[src/rtl/sdram_pkg.sv]
`default_nettype none
// ============================================================================
// Module      : sdram_pkg
// Description : Shared types for the SDRAM init/refresh engine: the SDRAM
//               command encoding {csn,rasn,casn,wen}, the engine state
//               encoding and the A10 precharge-all address bit.
// Revision    : 1.0 - initial release
// ============================================================================
package sdram_pkg;

  // SDRAM command bits {csn, rasn, casn, wen}
  typedef enum logic [3:0] {
    CMD_NOP  = 4'b0111,
    CMD_PRE  = 4'b0010,
    CMD_AREF = 4'b0001,
    CMD_LMR  = 4'b0000
  } sdr_cmd_e;

  // Init states (S_I_*) run once after reset; refresh states loop forever.
  typedef enum logic [2:0] {
    S_I_WAIT = 3'd0,
    S_I_PRE  = 3'd1,
    S_I_REF  = 3'd2,
    S_I_LMR  = 3'd3,
    S_IDLE   = 3'd4,
    S_R_PRE  = 3'd5,
    S_R_REF  = 3'd6,
    S_R_END  = 3'd7
  } ref_state_e;

  // Address bit that turns PRECHARGE into PRECHARGE ALL
  localparam int c_a10_bit = 10;

endpackage
`default_nettype wire

[src/rtl/sdram_wait_cnt.sv]
`default_nettype none
// ============================================================================
// Module      : sdram_wait_cnt
// Description : Loadable down-counter used to time the gaps between SDRAM
//               commands. Counts down to zero and holds there.
// Ports       : clk, rst_n (async, active low), load / load_val (reload),
//               value (current count), zero (value == 0)
// Revision    : 1.0 - initial release
// ============================================================================
module sdram_wait_cnt #(
  parameter int           W       = 8,
  parameter logic [W-1:0] RST_VAL = '0
) (
  input  logic         clk,
  input  logic         rst_n,
  input  logic         load,
  input  logic [W-1:0] load_val,
  output logic [W-1:0] value,
  output logic         zero
);

  always_ff @(posedge clk or negedge rst_n) begin
    if (!rst_n) begin
      value <= RST_VAL;
    end else if (load) begin
      value <= load_val;
    end else if (value != '0) begin
      value <= value - W'(1);
    end
  end

  assign zero = (value == '0);

endmodule
`default_nettype wire

[src/rtl/sdram_init_refresh.sv]
`default_nettype none
// ============================================================================
// Module      : sdram_init_refresh
// Description : SDRAM power-up initialisation (wait, PRECHARGE ALL,
//               INIT_REF_CNT x AUTO REFRESH, LOAD MODE) followed by periodic
//               auto-refresh. Up to MAX_PEND refreshes may be postponed; all
//               pending ones are issued in one burst after ref_req/ref_gnt.
// Ports       : clk, rst_n (async, active low), ref_gnt (arbiter grant)
//               init_done, ref_req, ref_busy, ref_done, ref_overrun (status)
//               sdr_cke, sdr_csn/rasn/casn/wen, sdr_addr, sdr_ba (SDRAM bus)
// Revision    : 1.0 - initial release
// ============================================================================
module sdram_init_refresh
  import sdram_pkg::*;
#(
  parameter int                ADDR_W       = 11,
  parameter int                BA_W         = 2,
  parameter int                T_POWERUP    = 20000,
  parameter int                T_RP         = 2,
  parameter int                T_RFC        = 7,
  parameter int                T_MRD        = 2,
  parameter int                INIT_REF_CNT = 8,
  parameter int                REF_INTERVAL = 1560,
  parameter int                MAX_PEND     = 8,
  parameter logic [ADDR_W-1:0] MODE_REG     = 11'h030
) (
  input  logic              clk,
  input  logic              rst_n,
  input  logic              ref_gnt,
  output logic              init_done,
  output logic              ref_req,
  output logic              ref_busy,
  output logic              ref_done,
  output logic              ref_overrun,
  output logic              sdr_cke,
  output logic              sdr_csn,
  output logic              sdr_rasn,
  output logic              sdr_casn,
  output logic              sdr_wen,
  output logic [ADDR_W-1:0] sdr_addr,
  output logic [BA_W-1:0]   sdr_ba
);

  localparam int c_tmax   = (T_POWERUP > REF_INTERVAL) ? T_POWERUP : REF_INTERVAL;
  localparam int c_cnt_w  = $clog2(c_tmax + 1);
  localparam int c_pend_w = $clog2(MAX_PEND + 1);
  localparam int c_init_w = $clog2(INIT_REF_CNT);

  localparam logic [ADDR_W-1:0] c_addr_pall = ADDR_W'(1) << c_a10_bit;

  if (T_POWERUP < 1 || T_RP < 1 || T_RFC < 1 || T_MRD < 1 || REF_INTERVAL < 1 ||
      INIT_REF_CNT < 2 || MAX_PEND < 1 || MAX_PEND > 8 || ADDR_W < 11 ||
      T_RP > c_tmax || T_RFC > c_tmax || T_MRD > c_tmax) begin : g_bad_params
    $error("sdram_init_refresh: illegal parameter set");
  end

  ref_state_e           r_state;
  sdr_cmd_e             r_cmd;
  logic [c_init_w-1:0]  r_init_left;
  logic [c_cnt_w-1:0]   r_timer;
  logic [c_pend_w-1:0]  r_pending;

  logic                 w_load;
  logic [c_cnt_w-1:0]   w_load_val;
  logic [c_cnt_w-1:0]   w_wait_val;
  logic                 w_wait_zero;
  logic                 w_aref;
  logic                 w_tick;
  logic [c_pend_w-1:0]  w_pending_nxt;

  assign {sdr_csn, sdr_rasn, sdr_casn, sdr_wen} = r_cmd;
  assign sdr_ba = '0;

  // Reset value T_POWERUP makes the counter hit zero in the cycle before
  // PRECHARGE, so power-up NOPs span exactly T_POWERUP cycles.
  sdram_wait_cnt #(
    .W       (c_cnt_w),
    .RST_VAL (c_cnt_w'(T_POWERUP))
  ) u_wait (
    .clk      (clk),
    .rst_n    (rst_n),
    .load     (w_load),
    .load_val (w_load_val),
    .value    (w_wait_val),
    .zero     (w_wait_zero)
  );

  // The wait counter is reloaded on the same edge that issues a command.
  // Loading T-1 lets the next command land exactly T cycles later.
  always_comb begin
    w_load     = 1'b0;
    w_load_val = '0;
    w_aref     = 1'b0;
    case (r_state)
      S_I_WAIT: if (w_wait_zero) begin
        w_load     = 1'b1;
        w_load_val = c_cnt_w'(T_RP - 1);
      end
      S_I_PRE: if (w_wait_zero) begin
        w_load     = 1'b1;
        w_load_val = c_cnt_w'(T_RFC - 1);
      end
      S_I_REF: if (w_wait_zero) begin
        w_load     = 1'b1;
        w_load_val = (r_init_left != '0) ? c_cnt_w'(T_RFC - 1) : c_cnt_w'(T_MRD - 1);
      end
      S_IDLE: if (ref_req && ref_gnt) begin
        w_load     = 1'b1;
        w_load_val = c_cnt_w'(T_RP - 1);
      end
      S_R_PRE: if (w_wait_zero) begin
        w_load     = 1'b1;
        w_load_val = c_cnt_w'(T_RFC - 1);
        w_aref     = 1'b1;
      end
      S_R_REF: if (w_wait_zero && r_pending != '0) begin
        w_load     = 1'b1;
        w_load_val = c_cnt_w'(T_RFC - 1);
        w_aref     = 1'b1;
      end
      default: begin
        w_load = 1'b0;
      end
    endcase
  end

  assign w_tick = init_done && (r_timer == c_cnt_w'(REF_INTERVAL - 1));

  // Tick and refresh on the same edge cancel out; a tick at the ceiling is lost.
  always_comb begin
    w_pending_nxt = r_pending;
    if (w_tick && !w_aref) begin
      if (r_pending != c_pend_w'(MAX_PEND)) begin
        w_pending_nxt = r_pending + c_pend_w'(1);
      end
    end else if (!w_tick && w_aref) begin
      w_pending_nxt = r_pending - c_pend_w'(1);
    end
  end

  // Refresh timer, pending count and overrun flag
  always_ff @(posedge clk or negedge rst_n) begin
    if (!rst_n) begin
      r_timer     <= '0;
      r_pending   <= '0;
      ref_overrun <= 1'b0;
    end else begin
      if (init_done) begin
        r_timer <= w_tick ? '0 : r_timer + c_cnt_w'(1);
      end
      r_pending <= w_pending_nxt;
      if (w_tick && !w_aref && r_pending == c_pend_w'(MAX_PEND)) begin
        ref_overrun <= 1'b1;
      end
    end
  end

  // Main sequencer. Commands default to NOP so each one lasts a single cycle.
  // ref_req is computed from next-cycle state/pending so that it equals
  // (state == IDLE && pending != 0) in the cycle it is visible.
  always_ff @(posedge clk or negedge rst_n) begin
    if (!rst_n) begin
      r_state     <= S_I_WAIT;
      r_cmd       <= CMD_NOP;
      r_init_left <= '0;
      sdr_addr    <= '0;
      sdr_cke     <= 1'b0;
      init_done   <= 1'b0;
      ref_req     <= 1'b0;
      ref_busy    <= 1'b1;
      ref_done    <= 1'b0;
    end else begin
      sdr_cke  <= 1'b1;
      r_cmd    <= CMD_NOP;
      sdr_addr <= '0;
      ref_done <= 1'b0;
      case (r_state)
        S_I_WAIT: if (w_wait_zero) begin
          r_cmd    <= CMD_PRE;
          sdr_addr <= c_addr_pall;
          r_state  <= S_I_PRE;
        end
        S_I_PRE: if (w_wait_zero) begin
          r_cmd       <= CMD_AREF;
          r_init_left <= c_init_w'(INIT_REF_CNT - 1);
          r_state     <= S_I_REF;
        end
        S_I_REF: if (w_wait_zero) begin
          if (r_init_left != '0) begin
            r_cmd       <= CMD_AREF;
            r_init_left <= r_init_left - c_init_w'(1);
          end else begin
            r_cmd    <= CMD_LMR;
            sdr_addr <= MODE_REG;
            r_state  <= S_I_LMR;
          end
        end
        S_I_LMR: if (w_wait_zero) begin
          init_done <= 1'b1;
          ref_busy  <= 1'b0;
          ref_req   <= (w_pending_nxt != '0);
          r_state   <= S_IDLE;
        end
        S_IDLE: begin
          if (ref_req && ref_gnt) begin
            r_cmd    <= CMD_PRE;
            sdr_addr <= c_addr_pall;
            ref_busy <= 1'b1;
            ref_req  <= 1'b0;
            r_state  <= S_R_PRE;
          end else begin
            ref_req <= (w_pending_nxt != '0);
          end
        end
        S_R_PRE: if (w_wait_zero) begin
          r_cmd   <= CMD_AREF;
          r_state <= S_R_REF;
        end
        // Pending is re-read after every refresh, so ticks arriving during
        // the burst lengthen it.
        S_R_REF: if (w_wait_zero) begin
          if (r_pending != '0) begin
            r_cmd <= CMD_AREF;
          end else begin
            ref_busy <= 1'b0;
            ref_done <= 1'b1;
            r_state  <= S_R_END;
          end
        end
        S_R_END: begin
          ref_req <= (w_pending_nxt != '0);
          r_state <= S_IDLE;
        end
        default: begin
          r_state <= S_I_WAIT;
        end
      endcase
    end
  end

endmodule
`default_nettype wire
[config.mk]
export PLATFORM = sky130hd
export DESIGN_NAME = sdram_init_refresh
export DESIGN_NICKNAME = d
export VERILOG_FILES = /design/src/rtl/sdram_pkg.sv /design/src/rtl/sdram_wait_cnt.sv /design/src/rtl/sdram_init_refresh.sv
export SDC_FILE = /design/constraint.sdc
export NUM_CORES = 1
export LEC_CHECK = 0
export BUFFER_PORTS_ARGS = -buffer_cell sky130_fd_sc_hd__clkbuf_2
export CAP_MARGIN = 20
export CORE_ASPECT_RATIO = 1.5
export CORE_UTILIZATION = 40
export CTS_CLUSTER_SIZE = 8
export DETAILED_ROUTE_END_ITERATION = 8
export HOLD_SLACK_MARGIN = 0.02
export MAX_ROUTING_LAYER = met4
export PLACE_DENSITY_LB_ADDON = 0.3
export SETUP_SLACK_MARGIN = 0.2
export SYNTH_ARGS = -nofsm -noshare
export SYNTH_HDL_FRONTEND = slang
export SYNTH_SLANG_ARGS = --single-unit
[constraint.sdc]
create_clock -name clk -period 5.2 [get_ports clk]
set_input_delay 0.52 -clock clk [delete_from_list [all_inputs] [get_ports clk]]
set_output_delay 0.52 -clock clk [all_outputs]
set_load 0.05 [all_outputs]
### Word level (Yosys, flattened, before mapping)

Cells that the tools add are included.

* logic and storage cells: 119
* input bits: 3
* bits in registers: 61
* output and inout bits: 23

* reductions and logical operators: 25
* add/sub/neg operators: 5
* multiplexer cells: 56
* eq/ne operators: 20

Operators by type and width (number)
* 3-bit two-way mux: 22
* 15-bit two-way mux: 3
* 11-bit one-hot mux with 3 select lines: 1
* 3-bit one-hot mux with 5 select lines: 2
* 3-bit one-hot mux with 8 select lines: 1
* 11-bit two-way mux: 2
* 2-bit != test (second input constant): 10
* 15-bit by 1-bit adder with 15-bit output (second input constant): 1
* 15-bit by 11-bit == test with 1-bit output (second input constant): 1
* 15-bit logical NOT: 1
* 1-bit two-way mux: 15
* 15-bit nonzero test: 1
* 15-bit by 1-bit subtractor with 15-bit output (second input constant): 1
* 3-bit == test (second input constant): 4
* 4-bit two-way mux: 3
* 6-bit two-way mux: 2
* 1-bit one-hot mux with 3 select lines: 3
* 9-bit AND reduction: 1
* 3-bit nonzero test: 3
* 4-bit nonzero test: 2
* 3-bit by 2-bit == test with 1-bit output (second input constant): 2
* 1-bit logical AND: 6
* 3-bit one-hot mux with 2 select lines: 1
* 5-bit AND reduction: 1
* 14 further kinds: 17

### Longest topological paths before layout

Gate-level depths: netlist (run 1).

* depth after elaboration: 10
* mapped depth: 10
* gate-level depth less buffers: 9

### Hierarchy

Synthesis (run 1) repeated with hierarchy kept, for this count alone.

* cell total of the unflattened synthesis: 297
* area total of the unflattened synthesis: 2874.0 um^2

Modules (own cells, without submodules)
* sdram_init_refresh: sequential area each 905.9 um^2, times used 1, cells each 207, area each 1990.7 um^2
* sdram_wait_cnt: sequential area each 381.6 um^2, times used 1, cells each 90, area each 883.3 um^2

### Worst setup path before layout (run 1)

OpenSTA, ideal clock, no wires.

* kind: register to register
* from: reg init_done
* to: reg ref_req
* arrival: 2.168 ns
* library setup time: 0.125 ns
* setup slack: 2.906 ns
* path buffers: 1
* required time: 5.075 ns
* cell stages (with the launch flop): 9
* period minus slack after synthesis: 2.294 ns
* path through: dfrtp_1 > and3_1 > and4_1 > buf_2 > a21boi_2 > a22o_1 > a21oi_2 > nor4_2 > o31ai_2

* longest elaborated chain between the ends: 8
* elaborated cells between the ends (all ways): 10
* those cells by class: mux (5); reduce/logical (5)

RTL lines
* from (decl): line sdram_init_refresh.sv:30 `output logic init_done,`
* from (signal assigned): line sdram_init_refresh.sv:168 `init_done <= 1'b0;`
* from (signal assigned): line sdram_init_refresh.sv:199 `init_done <= 1'b1;`
* 1-bit logical AND (*): line sdram_init_refresh.sv:127 `assign w_tick = init_done && (r_timer == c_cnt_w'(REF_INTERVAL - 1));`
* 1-bit logical NOT: line sdram_init_refresh.sv:136 `end else if (!w_tick && w_aref) begin`
* 1-bit logical AND: line sdram_init_refresh.sv:136
* 4-bit two-way mux: line sdram_init_refresh.sv:136
* 4-bit two-way mux (*): line sdram_init_refresh.sv:132 `if (w_tick && !w_aref) begin`
* via w_pending_nxt[2]: line sdram_init_refresh.sv:69 `logic [c_pend_w-1:0] w_pending_nxt;`
* 4-bit nonzero test (*): line sdram_init_refresh.sv:201, sdram_init_refresh.sv:212, sdram_init_refresh.sv:231
* 1-bit two-way mux, on equally long branches: line sdram_init_refresh.sv:205, sdram_init_refresh.sv:198
* 1-bit one-hot mux with 3 select lines (*): line sdram_init_refresh.sv:177 `case (r_state)`
* to (signal assigned): line sdram_init_refresh.sv:201 `ref_req <= (w_pending_nxt != '0);`
* to (signal assigned): line sdram_init_refresh.sv:212 `ref_req <= (w_pending_nxt != '0);`
* to (signal assigned): line sdram_init_refresh.sv:231 `ref_req <= (w_pending_nxt != '0);`
* to (decl): line sdram_init_refresh.sv:31 `output logic ref_req,`

The timed path passes the listed nets; every way through them passes the cells marked *. The select of a mux whose other input is x is not followed.
A chain may end at the register's enable or synchronous reset.

### Worst setup path after layout (run 1)

* from: reg u_wait.value[0]
* to: reg ref_req

* longest elaborated chain between the ends: 10
* elaborated cells between the ends (all ways): 16
* those cells by class: eq/ne (1); mux (8); reduce/logical (7)

RTL lines
* from (decl): line sdram_wait_cnt.sv:18 `output logic [W-1:0] value,`
* from (signal assigned): line sdram_wait_cnt.sv:26 `value <= load_val;`
* from (signal assigned): line sdram_wait_cnt.sv:28 `value <= value - W'(1);`
* 15-bit logical NOT (*): line sdram_wait_cnt.sv:32 `assign zero = (value == '0);`
* 1-bit logical AND: line sdram_init_refresh.sv:116 `S_R_REF: if (w_wait_zero && r_pending != '0) begin`
* 1-bit two-way mux: line sdram_init_refresh.sv:116
* 1-bit one-hot mux with 2 select lines (*): line sdram_init_refresh.sv:94 `case (r_state)`
* 1-bit logical AND or 1-bit logical NOT (tied branches): line sdram_init_refresh.sv:136, sdram_init_refresh.sv:132
* 4-bit two-way mux or 1-bit logical AND (tied branches): line sdram_init_refresh.sv:136, sdram_init_refresh.sv:132
* 4-bit two-way mux (*): line sdram_init_refresh.sv:132
* via w_pending_nxt[2]: line sdram_init_refresh.sv:69
* 4-bit nonzero test (*): line sdram_init_refresh.sv:201, sdram_init_refresh.sv:212, sdram_init_refresh.sv:231
* 1-bit two-way mux, on equally long branches: line sdram_init_refresh.sv:205, sdram_init_refresh.sv:198
* 1-bit one-hot mux with 3 select lines (*): line sdram_init_refresh.sv:177

Marked as above.

==> metrics.md, run 1 <==
| Metric | Value |
|---|---|
| Dpl hpwl | 3580 microns |
| Number of synthesized register bits | 51 |
| Reg-to-Reg End | ref_req |
| Final net count | ~310 |
| Post-Route Utilization | 0.437 |
| Clk sinks | between 50 and 60 |
| Post-route ant nets | 0 |
| Uppermost layer routed | met4 |
| Leak | 1.36 nW |
| Row count | 37 |
| Internal power | approximately 0.49 mW |
| Crit-path max FO | 11 |
| Worst Tran Pin Value | 633 ps |
| Worst hold path class | input pin to asynchronous set/reset pin |
| Period utilization | 0.561 |
| Post-Synthesis Cells | approximately 290 |
| Die height | 105 microns |
| Post-CTS Setup Bufs | 0 |
| Synth cell types | 61 |
| DRC viols | 0 |
| Arr. time, crit path | 3100 ps |
| Ports | 26 |
| Top cell type's share of synthesized area | 0.375 |
| Setup WS pre-CTS | 2330 ps |
| Antenna diodes | 0 |
| Critical Path RT | 5390 ps |
| Clock tree buffer depth | 2 |
| Inserted Clock Buffers | 5 |
| Outcome | complete, no violations |
| Async SR Flop Fraction | 1.00 |
| Part of the Yosys area used for sequential elements | 0.459 |
| Final instance area | 2970 sq um |
| Final Max Tran Viols | 0 |
| Die area | 7350 sq um |
| Vias in the first global route | roughly 2000 |
| Clk_lat worst skew | 300 ps |
| Total grt overflow | 0 |
| GRT Overall Usage | 0.155 |
| Core Area | 6810 sq um |
| Syn. warnings | 0 |
| Reg2Reg Depth | 9 |
| Clock network power share | 0.345 |
| WL final | 5070 microns |
| Initial antenna violation count | 0 |
| Simple-gate portion of the synthesized area | 0.212 |
| Top cells by count, synth | 42 x dfrtp_1, 32 x nor2_1, 24 x nand2_1 |
| CTS resizes | 0 |
| CTS tree | done |
| Hold_buf cts | 0 |
| Mux share of post-synthesis cell area | 0.0112 |
| Synth Flop Type | dfrtp_1 |
| Final worst slack | 2280 ps |
| Part of the power in combinational logic | 0.044 |
| IO Port Bufs | 14 |
| Fill cells | 685 |
| CTS H-tree depth | 2 |
| DIE WIDTH | 70.3 microns |
| WL/cell | 13.4 microns |
| Mapped Area | 2800 sq um |
| R2R Path Start | u_wait.value[0] |
| Post-layout minimum cycle time | just under 3000 ps |
| Number of iterations in the first detailed-routing pass | 4 |
| Syn_area_per_cell | 9.83 sq um |
| Setup_tns | 0 ps |
| Setup Skew | 8.91 ps |
| Gp weighted congestion | 0.781 |
| Critical Path End Type | register |
| Compound-Gate Fraction of Synth Area | 0.134 |
| Sw Share | 0.241 |
| Dominant cell type by area after synthesis | dfrtp_1 |
| Xor/xnor share of the synthesized area | 0.0714 |
| Layout cells sized above 1 | 0.157 |
| Largest net degree at the start of global routing | 52 |
| Area Overhead vs Synth | 6.07% |
| First-pass GRT wire length | 8990 microns |
| Initial drt markers | approximately 130 |
| CP Launch Type | register |
| Sequential Power Share | 0.611 |
| Endpoints failing hold | 0 |
| Largest family of logic cells by synthesized area | simple AND/OR/NAND/NOR gates |
| Synth Area in Adders | 0.0491 |
| Max transition margin | 0.578 |
| Peak supply drop | 0.0870 mV |
| # setup viols final | 0 |
| Root Driver | clkbuf_8 |
| Critical path class | register to register |
| Sw power | 0.157 mW |
| Post-DP Area | roughly 2900 sq um |
| Initial Util | 0.412 |
| Reg clk slew, reported paths | 90 ps |
| Vias/cell | 5.25 |
| Synth top area cells | dfrtp_1 38%, dfstp_2 8.4%, ha_1 4.9%, nor2_1 4.3%, xnor2_1 3.8% |
| Max Cap Violations | 0 |
| M1 WL | between 2000 and 2500 microns |
| Power Total | 0.650 mW |
| Flop-to-flop setup slack | 2280 ps |
| DR vias | 1980 |
| Met3 WL | 116 microns |
| RSZ-0062 raised after global routing | false |
| Power per standard cell area | between 200 and 250 nW/um^2 |
| Post-synth EDFFs | 0 |
| Wire length on met2 | between 2000 and 3000 microns |
| Fmax | 343 MHz |
| Count leader, synth | dfrtp_1 |
critical path, stage by stage (launching register included):
cell and delay, ps:
dfrtp_1 400, inv_1 80, ha_1 240, nor4b_1 340, nand4b_1 550, nor3b_2 490
a22o_1 210, a21oi_2 70, nor4_2 330, o31ai_2 100
sequential cells by signal (all words and copies together) (netlist names):
register / count
r_state: 3
r_cmd: 3
ref_req: 1
r_init_left: 3
ref_overrun: 1
u_wait.value: 15
ref_busy: 1
sdr_addr: 2
sdr_cke: 1
init_done: 1
r_pending: 4
ref_done: 1
r_timer: 15
metrics by stage:
step	instances	hold slack (ps)
finish	377	309
floorplan	295	224
CTS	377	343
global route	377	376
detailed placement	369	452
global placement	369	441
placed cells by master (no fill, tap or decap), drive strengths merged, types with 3 or more instances in the layout:
cell type / instances
dfrtp: 42
nor2: 32
dfstp: 9
nand4: 3
conb: 12
nor2b: 4
o21ai: 13
nor3b: 3
o22ai: 3
nand3: 9
nor4: 5
a21oi: 18
nor3: 8
and3: 6
clkbuf: 20
ha: 11
xnor2: 13
nand2: 24
inv: 11
xor2: 9
o21bai: 3
cell families (layout without fill, tap and decap cells):
kind of cell,Yosys count,in the layout
other cells,2,12
mux,3,3
flops,51,51
fa+ha+maj,11,11
xor+xnor,22,22
buf+inv,30,34
compound gates,53,53
simple gates,113,113
power by group through the flow:
stage               Sequential, mW  Combinational [mW]  Clock (mW)
floorplan                    0.406              0.0245           0
global placement             0.405              0.0293           0
detailed placement           0.405              0.0294           0
CTS                          0.397              0.0294       0.232
global route                 0.397              0.0312       0.249
finish                       0.397              0.0286       0.224
metal layers:
metal / GRT usage / vias to the layer above
met2: 0.263 / 25
met4: 0.0500 / 0
met3: 0.0242 / 5
met1: 0.186 / 959
met5: - / -
li1: - / 991
how the worst max path moves through the flow:
| stage | startpoint | end | slack, ps | depth (start not counted) |
|---|---|---|---|---|
| after floorplan | init_done | ref_req | 2910 | 8 |
| after global placement | u_wait.value[8] | ref_req | 2420 | 7 |
| after detailed placement | u_wait.value[4] | ref_req | 2330 | 7 |
| after CTS | u_wait.value[0] | ref_req | 2290 | 9 |
| after global routing | u_wait.value[4] | ref_req | 2020 | 7 |
| final | u_wait.value[0] | ref_req | 2280 | 9 |
cell type report:
cell class | count | area [sq um] | area share
clock buffers | 6 | 72.6 | 0.0244
well taps | 78 | 97.6 | 0.0328
flip-flops and latches | 51 | 1290 | 0.433
clock inverters | 2 | 12.5 | 0.00421
repair buffers | 15 | 77.6 | 0.0261
inverters | 11 | 41.3 | 0.0139
multi-input cells | 214 | 1380 | 0.465
Power figures use the tool's default switching activity.
==> inputs of run 2 (changes only) <==
--- a/config.mk
+++ b/config.mk
@@ -5,6 +5,7 @@
 export SDC_FILE = /design/constraint.sdc
 export NUM_CORES = 1
 export LEC_CHECK = 0
+export ABC_AREA = 1
 export BUFFER_PORTS_ARGS = -buffer_cell sky130_fd_sc_hd__clkbuf_2
 export CAP_MARGIN = 20
 export CORE_ASPECT_RATIO = 1.5
==> constraint.sdc (replaced) <==
create_clock -name clk -period 2.6 [get_ports clk]
set_input_delay 0.26 -clock clk [delete_from_list [all_inputs] [get_ports clk]]
set_output_delay 0.26 -clock clk [all_outputs]
set_load 0.05 [all_outputs]
==> run 2 against run 1 <==
Effect of this change: sequential power rose by 100%; maximum frequency increased by 41%; core utilization increased by 1.6 points; clock power grew to 3.5 times the previous value; register-to-register slack lost 1700 ps; synthesized area is 12% higher; combinational power grew 94%; critical endpoint unchanged; largest cell class unchanged; largest power group unchanged.
==> metrics.md, run 2 <==
| Metric | Value |
|---|---|
| Outcome | complete, no violations |
| Initial drt markers | about 110 |
| Initial antenna violation count | 0 |
| Post-synth EDFFs | 0 |
| Hold_buf cts | 0 |
| Final worst slack | about 530 ps |
| CTS H-tree depth | 2 |
| Reg-to-Reg End | ref_req |
| CP Launch Type | register |
| Post-DP Area | 3270 sq um |
| Number of synthesized register bits | 51 |
| Area Overhead vs Synth | 10.1% |
| Total grt overflow | 0 |
| Hold_ws | 70.6 ps |
| DR vias | 2483 |
| Synth top area cells | dfrtp_1 34%, nand2_1 9.0%, dfstp_2 7.6%, inv_1 7.1%, nor2_1 4.4% |
| Setup WS pre-CTS | 554 ps |
| WL/cell | 12.1 microns |
| Dpl hpwl | 4790 microns |
| Endpoints failing hold | 0 |
| Worst hold path class | input pin to asynchronous set/reset pin |
| Number of iterations in the first detailed-routing pass | 4 |
| Top cells by count, synth | 75 x nand2_1, 59 x inv_1, 42 x dfrtp_1 |
| Worst Tran Pin Value | 649 ps |
| Synth Flop Type | dfrtp_1 |
| Initial Util | 0.411 |
| Critical Path Most Common Cell | nand2_1 |
| # setup viols final | 0 |
| Largest net degree at the start of global routing | 52 |
| Final instance area | 3440 sq um |
| Critical Path End Type | register |
| Biggest regs | r_timer: 15 flops, u_wait.value: 15 flops, r_pending: 4 flops |
| DRC viols | 0 |
| Period utilization | 0.795 |
| Clock tree buffer depth | 2 |
| CTS tree | done |
| Clk sinks | 51 |
| Reg clk slew, reported paths | about 70 ps |
| Vias/cell | 4.82 |
| Post-Synthesis Cells | 394 |
| Slowest CP cell | dfrtp_1 |
| Count leader, synth | nand2_1 |
| DIE WIDTH | 74.2 microns |
| Synth cell types | 39 |
| Critical Path RT | 2780 ps |
| Fill cells | 798 |
| Post-route ant nets | 0 |
| Clk_lat worst skew | ~300 ps |
| Max transition margin | 0.567 |
| Top cell type's share of synthesized area | 0.336 |
| Flop-to-flop setup slack | 530 ps |
| Layout cells sized above 1 | 0.186 |
| Die height | 110 microns |
| Peak supply drop | 0.324 mV |
| Syn. warnings | 0 |
| Root Driver | clkbuf_16 |
| WL final | between 6000 and 7000 microns |
| Mapped Area | 3130 sq um |
| Crit-path max FO | 6 |
| CP Launch Point | r_state[0] |
| Async SR Flop Fraction | 1.00 |
| Post-Route Utilization | 0.452 |
| Syn_area_per_cell | 7.94 sq um |
| Final net count | approximately 430 |
| Reg2Reg Depth | 15 |
| Antenna diodes | 0 |
| First-pass GRT wire length | 10500 microns |
| CP cell instances | inv_1 > ha_1 > nand2_1 > inv_2 > nand2_1 > nand2_1 > nand3_2 > nor2_1 > nand2_1 > nand2_1 > nand2_1 > nor2_2 > nand3_1 > nand2_1 > nand2_1 |
| Row count | 39 |
| Final Max Tran Viols | 0 |
| Fmax | 484 MHz |
| Most common cell after layout, fill and taps aside | nand2_1 |
| Ports | 26 |
| RSZ-0062 raised after global routing | false |
| Arr. time, crit path | 2250 ps |
| Setup Skew | 10.7 ps |
| Post-layout minimum cycle time | approximately 2100 ps |
| Vias in the first global route | 2416 |
| Dominant cell type by area after synthesis | dfrtp_1 |
| Max Cap Violations | 0 |
| Power per standard cell area | 476 nW/um^2 |
| Core Area | 7610 sq um |
| GRT Overall Usage | 0.175 |
| Setup_tns | 0 ps |
| Die area | 8190 sq um |
| Post-CTS Setup Bufs | 0 |
| Commonest cells after routing, fill and taps aside | 75 x nand2_1, 59 x inv_1, 42 x dfrtp_1 |
| IO Port Bufs | 14 |
| Inserted Clock Buffers | 5 |
| CTS resizes | 0 |
| R2R Path Start | r_state[0] |
| Max stage delay on crit path | ~430 ps |
| Gp weighted congestion | 0.985 |
| Leak | between 1.5 and 2 nW |
| Critical path class | register to register |
| Part of the Yosys area used for sequential elements | 0.411 |
run 2: cell count changes after synthesis, sizes merged, moves of 9 or more:
| cell | before | now |
|---|---|---|
| xnor2 | 13 | 4 |
| inv | 11 | 67 |
| nor2 | 32 | 52 |
| o21ai | 13 | 23 |
| nand3 | 9 | 25 |
| nand2 | 24 | 87 |
run 2: cells by family after synthesis:
group / Yosys count / synth area share
compound gates: 51 / 0.0960
xor+xnor: 9 / 0.0252
fa+ha+maj: 11 / 0.0440
buf+inv: 81 / 0.114
flops: 51 / 0.411
other cells: 2 / 0.00240
simple gates: 189 / 0.307
run 2: where the power goes:
part | switching, mW | leakage, nW | total (mW) | internal, mW
combinational | 0.0531 | 1.02 | 0.0556 | 0.00258
clock | 0.306 | 0.0875 | 0.790 | 0.484
sequential | 0.000158 | 0.648 | 0.794 | 0.794
run 2: worst max-delay path: cells and delay by family (launching register included):
kind | cells | cell delay (ps)
AND/OR/NAND/NOR | 12 | 1040
flip-flops | 1 | 430
adder cells (fa/ha/maj) | 1 | 220
buffers and inverters | 2 | 280
run 2: cell type report:
cell class / instances / area (sq um) / area share
timing repair buffer: 15 / 77.6 / 0.0225
clock buffer: 6 / 139 / 0.0403
multi-input combinational: 272 / 1520 / 0.442
tap: 102 / 128 / 0.0371
sequential: 51 / 1290 / 0.374
clock inverter: 2 / 38.8 / 0.0113
inverter: 67 / 251 / 0.0730
run 2: how the worst max path moves through the flow:
| stage | endpoint | cells past startpoint |
|---|---|---|
| 2_1_floorplan | r_timer[13] | 8 |
| 3_3_place_gp | u_wait.value[1] | 11 |
| 3_5_place_dp | u_wait.value[2] | 11 |
| 4_1_cts | u_wait.value[2] | 11 |
| 5_1_grt | ref_req | 15 |
| 6_report | ref_req | 15 |
run 2: per-stage QoR:
step | cells | power, mW
after floorplan | 404 | 0.860
after global placement | 507 | 0.867
after detailed placement | 507 | 0.867
after CTS | 515 | 1.66
after global routing | 515 | 1.70
final | 515 | 1.64
run 2: metal layers:
layer / global-route usage / vias to the layer above / part of all wire
li1: - / 1266 / -
met1: 0.186 / 1173 / 0.41
met2: 0.316 / 34 / 0.54
met3: 0.0291 / 10 / 0.025
met4: 0.0741 / 0 / 0.022
met5: - / - / 0
